### src/rtl/seg6_pkg.sv
// Shared types and constants for the six-digit seven-segment scanner.
package seg6_pkg;

  localparam int N_DIGITS = 6;

  typedef logic [3:0] nibble_t;

  // Active-high g..a patterns for hex 0..F
  localparam logic [6:0] SEG_LUT [16] = '{
    7'h3F, 7'h06, 7'h5B, 7'h4F, 7'h66, 7'h6D, 7'h7D, 7'h07,
    7'h7F, 7'h6F, 7'h77, 7'h7C, 7'h39, 7'h5E, 7'h79, 7'h71
  };

endpackage

### src/rtl/seg7_decode.sv
// Combinational hex nibble to active-low g..a segment decoder.
module seg7_decode
  import seg6_pkg::*;
(
  input  nibble_t    nib,
  output logic [6:0] seg_n
);

  assign seg_n = ~SEG_LUT[nib];

endmodule

### src/rtl/seg6_scan.sv
// Six-digit multiplexed display driver: frame-latched shadow value,
// per-slot dead-time blanking and optional leading-zero suppression.
module seg6_scan
  import seg6_pkg::*;
#(
  parameter int DIV   = 50000,
  parameter int BLANK = 500,
  parameter bit LZB   = 1'b1
) (
  input  logic        clk_clk,
  input  logic        reset_reset_n,
  input  logic [23:0] value,
  input  logic [5:0]  dp,
  output logic [7:0]  seg_n,
  output logic [5:0]  dig_n
);

  localparam int CNT_W = $clog2(DIV);
  localparam logic [CNT_W-1:0] CNT_MAX   = CNT_W'(DIV - 1);
  localparam logic [CNT_W-1:0] CNT_BLANK = CNT_W'(BLANK);
  localparam logic [2:0]       IDX_MAX   = 3'(N_DIGITS - 1);

  logic [CNT_W-1:0] cnt_q, cnt_d;
  logic [2:0]       idx_q, idx_d;
  logic [23:0]      shadow_v_q, shadow_v_d;
  logic [5:0]       shadow_dp_q, shadow_dp_d;
  logic [7:0]       seg_n_q, seg_n_d;
  logic [5:0]       dig_n_q, dig_n_d;

  logic             slot_end;
  logic             frame_end;
  logic [5:0]       lz_dark;
  nibble_t          cur_nib;
  logic [6:0]       cur_seg_n;

  always_comb begin
    slot_end    = (cnt_q == CNT_MAX);
    frame_end   = slot_end && (idx_q == IDX_MAX);
    cnt_d       = slot_end ? '0 : cnt_q + CNT_W'(1);
    idx_d       = idx_q;
    shadow_v_d  = shadow_v_q;
    shadow_dp_d = shadow_dp_q;
    if (slot_end) begin
      idx_d = (idx_q == IDX_MAX) ? 3'd0 : idx_q + 3'd1;
    end
    // Latch only between frames so a digit never mixes old and new data
    if (frame_end) begin
      shadow_v_d  = value;
      shadow_dp_d = dp;
    end
  end

  // Digit k is dark when it and every more-significant nibble are zero
  always_comb begin
    lz_dark = '0;
    for (int k = 1; k < N_DIGITS; k++) begin
      lz_dark[k] = LZB && ((shadow_v_q >> (4 * k)) == 24'd0);
    end
  end

  assign cur_nib = shadow_v_q[{idx_q, 2'b00} +: 4];

  seg7_decode u_decode (
    .nib   (cur_nib),
    .seg_n (cur_seg_n)
  );

  always_comb begin
    seg_n_d = 8'hFF;
    dig_n_d = 6'h3F;
    if (cnt_q >= CNT_BLANK) begin
      seg_n_d = {~shadow_dp_q[idx_q], cur_seg_n};
      if (!lz_dark[idx_q]) begin
        dig_n_d = ~(6'b000001 << idx_q);
      end
    end
  end

  always_ff @(posedge clk_clk or negedge reset_reset_n) begin
    if (!reset_reset_n) begin
      cnt_q       <= '0;
      idx_q       <= '0;
      shadow_v_q  <= '0;
      shadow_dp_q <= '0;
      seg_n_q     <= 8'hFF;
      dig_n_q     <= 6'h3F;
    end else begin
      cnt_q       <= cnt_d;
      idx_q       <= idx_d;
      shadow_v_q  <= shadow_v_d;
      shadow_dp_q <= shadow_dp_d;
      seg_n_q     <= seg_n_d;
      dig_n_q     <= dig_n_d;
    end
  end

  assign seg_n = seg_n_q;
  assign dig_n = dig_n_q;

endmodule

### config.mk
export PLATFORM = sky130hd
export DESIGN_NAME = seg6_scan
export DESIGN_NICKNAME = d
export VERILOG_FILES = /design/src/rtl/seg6_pkg.sv /design/src/rtl/seg7_decode.sv /design/src/rtl/seg6_scan.sv
export SDC_FILE = /design/constraint.sdc
export NUM_CORES = 1
export LEC_CHECK = 0
export BUFFER_PORTS_ARGS = -buffer_cell sky130_fd_sc_hd__clkbuf_2
export CORE_AREA = 3 3 80 112
export CTS_CLUSTER_DIAMETER = 60
export CTS_CLUSTER_SIZE = 12
export DETAILED_ROUTE_END_ITERATION = 8
export DIE_AREA = 0 0 83 115
export PLACE_DENSITY = 0.63
export SYNTH_ARGS = -nofsm -noshare
export SYNTH_HDL_FRONTEND = slang
export SYNTH_SLANG_ARGS = --single-unit
export TNS_END_PERCENT = 30
### constraint.sdc
create_clock -name clk_clk -period 8.01 [get_ports clk_clk]
set_clock_uncertainty 0.15 [all_clocks]
set_input_delay 0.801 -clock clk_clk [delete_from_list [all_inputs] [get_ports clk_clk]]
set_output_delay 0.801 -clock clk_clk [all_outputs]
set_load 0.05 [all_outputs]
* After elaboration in Yosys (flattened, before gate mapping)
Memory sizes are Yosys's and may differ from the RTL's.
Index checks and enable logic that the tools add are counted.
** Cells by class
- Add/subtract/negate cells :: 2
- $lt $le $gt $ge :: 3
- Equality and inequality tests :: 2
- Shift-type cells :: 2
- Mux-type cells :: 11
- Bitwise logic cells :: 4
- Reductions and logical operators :: 6
** Operators by type and width (number)
- $logic_not 24->1 :: 5
- $shiftx 24x6->4 :: 1
- $add 16x1->16 const B :: 1
- $eq 16x16->1 const B :: 1
- $ge 16x9->1 const B :: 1
- $mux 16 :: 1
- $mux 7 :: 2
- $mux 6 :: 2
- $mux 8 :: 1
- $not 7->7 :: 1
- $bmux 1 s3 :: 2
- $not 6->6 :: 1
- $shl 1x3->6 const A :: 1
- $ge 5x5->1 const B :: 1
- $not 4->5 :: 1
- $lt 3x4->1 const B :: 1
- $add 3x1->3 const B :: 1
- $eq 3x3->1 const B :: 1
- $mux 3 :: 1
- $mux 1 :: 2
- $logic_and 1x1->1 :: 1
- $not 1->1 :: 1
** Storage, ports and cells
- Register bits after elaboration :: 63
- ROM bits :: 112
- Input bits :: 32
- Word-level logic and storage cells :: 37
- Memories kept :: 1
** Memories
- (name not given) :: words 16, width 7, rd ports 1, clocked after memory_dff 0, write ports 0, line seg7_decode.sv:9 : assign seg_n = ~SEG_LUT[nib];

* Longest topological paths before layout
- Word-level depth :: 7
- Mapped depth :: 10
- Depth with buffers taken out :: 8

* By module
A second synthesis with hierarchy kept.
** Unflattened totals
- Cell total of the unflattened synthesis :: 249
- Area, all modules :: 3189.3 um2
** Modules (own cells, without submodules)
- seg6_scan :: times used 1, cells an instance 218, area each 2936.6 um2, sequential area each 1594.0 um2
- seg7_decode :: times used 1, cells an instance 31, area each 252.7 um2, sequential area each 0.0 um2

* Worst setup path before layout
OpenSTA, ideal clock, no wires.
- Path type :: register to register
- From :: register idx_q[0]
- To :: register seg_n_q[3], in the netlist seg_n[3]
- Setup time :: 0.101 ns
- Data arrival time :: 2.276 ns
- Data required time :: 7.759 ns
- Setup slack :: 5.484 ns
- Cell stages (with the launch flop) :: 11
- Path buffers :: 3
- Period minus slack after synthesis :: 2.526 ns
- Cell sequence :: dfrtp_1 -> buf_2 -> buf_2 -> buf_2 -> mux2i_1 -> o22ai_1 -> a21oi_1 -> inv_1 -> ha_1 -> a2111oi_0 -> a31oi_1
** On the way
- Longest elaborated chain between the ends :: 7
** RTL lines
- from (decl) :: line seg6_scan.sv:24 : logic [2:0] idx_q, idx_d;
- from (signal assigned) :: line seg6_scan.sv:89 : idx_q <= idx_d;
- $shiftx 24x6->4 :: line seg6_scan.sv:61 : assign cur_nib = shadow_v_q[{idx_q, 2'b00} +: 4];
- $not 4->5 (not written as such) :: line seg7_decode.sv:9
- $mem_v2 16x7
- $mux 7 (not written as such) (2 in a row) :: line seg7_decode.sv:9
- $not 7->7 :: line seg7_decode.sv:9
- $mux 8 :: line seg6_scan.sv:71 : if (cnt_q >= CNT_BLANK) begin
- net seg_n_d[3] :: line seg6_scan.sv:27 : logic [7:0] seg_n_q, seg_n_d;
- to (signal assigned) :: line seg6_scan.sv:92 : seg_n_q <= seg_n_d;
- to (decl) :: line seg6_scan.sv:27
The timed path passes the listed nets, and every way through them passes these cells. The select of a mux whose other input is x is not followed.
A chain may end at the register's enable or synchronous reset.

* Final worst setup path
Same ends and word-level chain as after synthesis.

==> reports/results.tsv <==
metric	value	unit
status	finished clean	
final RePlAce weighted congestion	0.794	
Gate Count Post-Synth	255	
share of cells above drive strength 1	36.3	%
Area Growth Syn to Fin	18.7	%
Detailed Route Iter0 Violations	94	
CTS tree	yes	
placed cell area	3430	µm²
post-CTS setup buffers	0	
insertion delay to the later sink of the worst-skew pair	0.33	ns
top_reg_cell synth	dfrtp_1	
drt drc	0	
final period utilization	38.7	%
worst slew pin tran	0.990	ns
CP Buf/Inv Count	1	
crit-path cells	mux2_2 -> a21oi_1 -> inv_1 -> ha_1 -> nor3b_1 -> a2111oi_0 -> a31oi_1	
H-tree depth	3	
Synthesis Warnings	0	
GRT Util Overall	13.9	%
gr ovfl total	0	
CP max stage cell	dfrtp_1	
Core Region	8100	µm²
largest net degree at the start of global routing	64	
vias in the first global route	2153	
pwr/cell area	200	nW/µm²
ant diodes	0	
top-count cell post-synth	dfrtp_1	
HPWL after DPL	4.44	mm
clock sinks	63	
initial antenna violation count	0	
first-pass GRT wire length	10.3	mm
max incr delay on CP	0.99	ns
final core occ	46.4	%
height of the die	115	µm
Max IR drop VDD	0.117	mV
Synth Cell Area	3170	µm²
Yosys top cell area share	38.7	%
Max Root-Sink Buffers	2	
Post-CTS Resized	0	
Die X	83	µm
Clock Tree Root	clkbuf_16	
drt pass-1 iters	4	
fmax	323	MHz
PortBufs	45	
final WL	6.14	mm
via count	2055	
Yosys cell types	46	
Worst slew margin	34.0	%
largest delay contributor family on the critical path	flip-flops	
fin nets	342	
post-route ant nets	0	
Syn Nets	296	
P_leak	0.00169	µW
crit path DAT	3.16	ns
Post-synth EDFFs	0	
Crit. End Element	flop	
Via density	5.04	
sequential fraction of the synthesis area	50.4	%
Tmin final	3.10	ns
CP required	8.07	ns
Max Slew Vio Count	0	
count of state elements after synthesis	63	
Wirelength per Cell	15.0	µm
final instance area	3760	µm²
row cnt	39	
initial core utilization	39.1	%
hold_buf cts	0	
Inserted Clock Buffers	9	
Clk pin slew, worst setup/hold paths	0.05	ns
I/O pins	46	
top cells by area, synth	dfrtp_1, mux2_4, dfstp_2	
Yosys top cell by area	dfrtp_1	
CP Launch Type	flop	
most frequent cells after synthesis	dfrtp_1, mux2_4, nor2_1, dfstp_2	
max cap viols	0	
critical path peak fanout	23	
TNS Setup	0	ns
HP Class	flop to flop	
Synth Area per Inst	12.4	µm²
Synth async-reset ratio	100	%
crit path kind	flop to flop	
RSZ-0062 raised after global routing	no	
die area	9550	µm²
# setup viols final	0	
Hold Vio Cnt, Final	0	
-- worst register-to-register path: cells and delay by family (launching register included) --
kind | cells | cell delay, ns
flops | 1 | 0.99
mux | 1 | 0.43
buf+inv | 1 | 0.17
simple gates | 1 | 0.15
fa+ha+maj | 1 | 0.23
compound gates | 3 | 0.87
-- path summary, 6_finish.rpt --
| check | start | endpoint | slack (ns) | depth (start not counted) |
|---|---|---|---|---|
| max in group asynchronous | reset_reset_n | shadow_v_q[0]$_DFFE_PN0P_ | 6.73 | 2 |
| hold reg to reg | shadow_dp_q[3]$_DFFE_PN0P_ | shadow_dp_q[3]$_DFFE_PN0P_ | 0.33 | 1 |
| min in group asynchronous | reset_reset_n | cnt_q[12]$_DFF_PN0_ | 0.47 | 2 |
| setup reg to reg | idx_q[0]$_DFFE_PN0N_ | seg_n[3]$_DFF_PN1_ | 4.91 | 7 |
| hold / removal | shadow_dp_q[3]$_DFFE_PN0P_ | shadow_dp_q[3]$_DFFE_PN0P_ | 0.33 | 1 |
| setup / recovery | idx_q[0]$_DFFE_PN0N_ | seg_n[3]$_DFF_PN1_ | 4.91 | 7 |
-- sequential cells by signal, summed over array words and instances (netlist names) --
signal	count
dig_n	6
shadow_v_q	24
cnt_q	16
shadow_dp_q	6
seg_n	8
idx_q	3
-- cell usage in the layout, fill, tap and decap left out, drive strengths merged, types with 4 or more instances in the layout --
cell type  Yosys  layout
nand2         13      13
dfstp         14      14
o22ai          4       4
dfrtp         49      49
nor4           8       8
mux2i         13      13
a21oi          6       6
o21ai         13      13
xnor2          7       7
a31oi          4       4
clkbuf         5      58
xor2           7       7
mux2          32      32
nor2          18      18
inv            8       8
nand3          6       6
nand4          4       4
ha             9       9
-- per-stage QoR --
stage	worst slack (ns)	cells	power, µW	hold slack [ns]
2_1_floorplan	5.48	255	325	0.302
3_3_place_gp	4.92	392	339	0.321
3_5_place_dp	4.91	392	340	0.323
4_1_cts	4.89	408	762	0.334
5_1_grt	4.51	408	779	0.356
6_report	4.91	408	752	0.333
-- cells by family after synthesis --
kind of cell	after synthesis	synth area share [%]
buffers and inverters	19	3.95
AOI/OAI and AO/OA	36	7.04
and+or+nand+nor	68	11.7
muxes	46	19.5
adders and majority gates	9	3.56
DFF	63	50.4
xor gates and xnor gates	14	3.87
-- layer usage --
metal,up-vias,wire length [µm],GRT usage (%)
met3,10,254,4.73
met1,999,2520,15.3
met2,39,3260,24.3
li1,1007,-,-
met4,0,104,6.11
met5,-,0,0
-- area by class of cell --
class,instances,area (µm²)
timing repair buffer,46,233
fill,780,4340
clock inverter,3,65.1
inverter,8,30.0
tap,102,128
sequential,63,1590
clock buffer,13,260
multi-input combinational,173,1450
-- power breakdown --
group / internal [µW] / leakage (µW) / switching (µW)
logic: 5.94 / 0.000715 / 8.56
registers: 319 / 0.000818 / 0
clock network: 289 / 0.000160 / 130
Power figures use the tool's default switching activity.
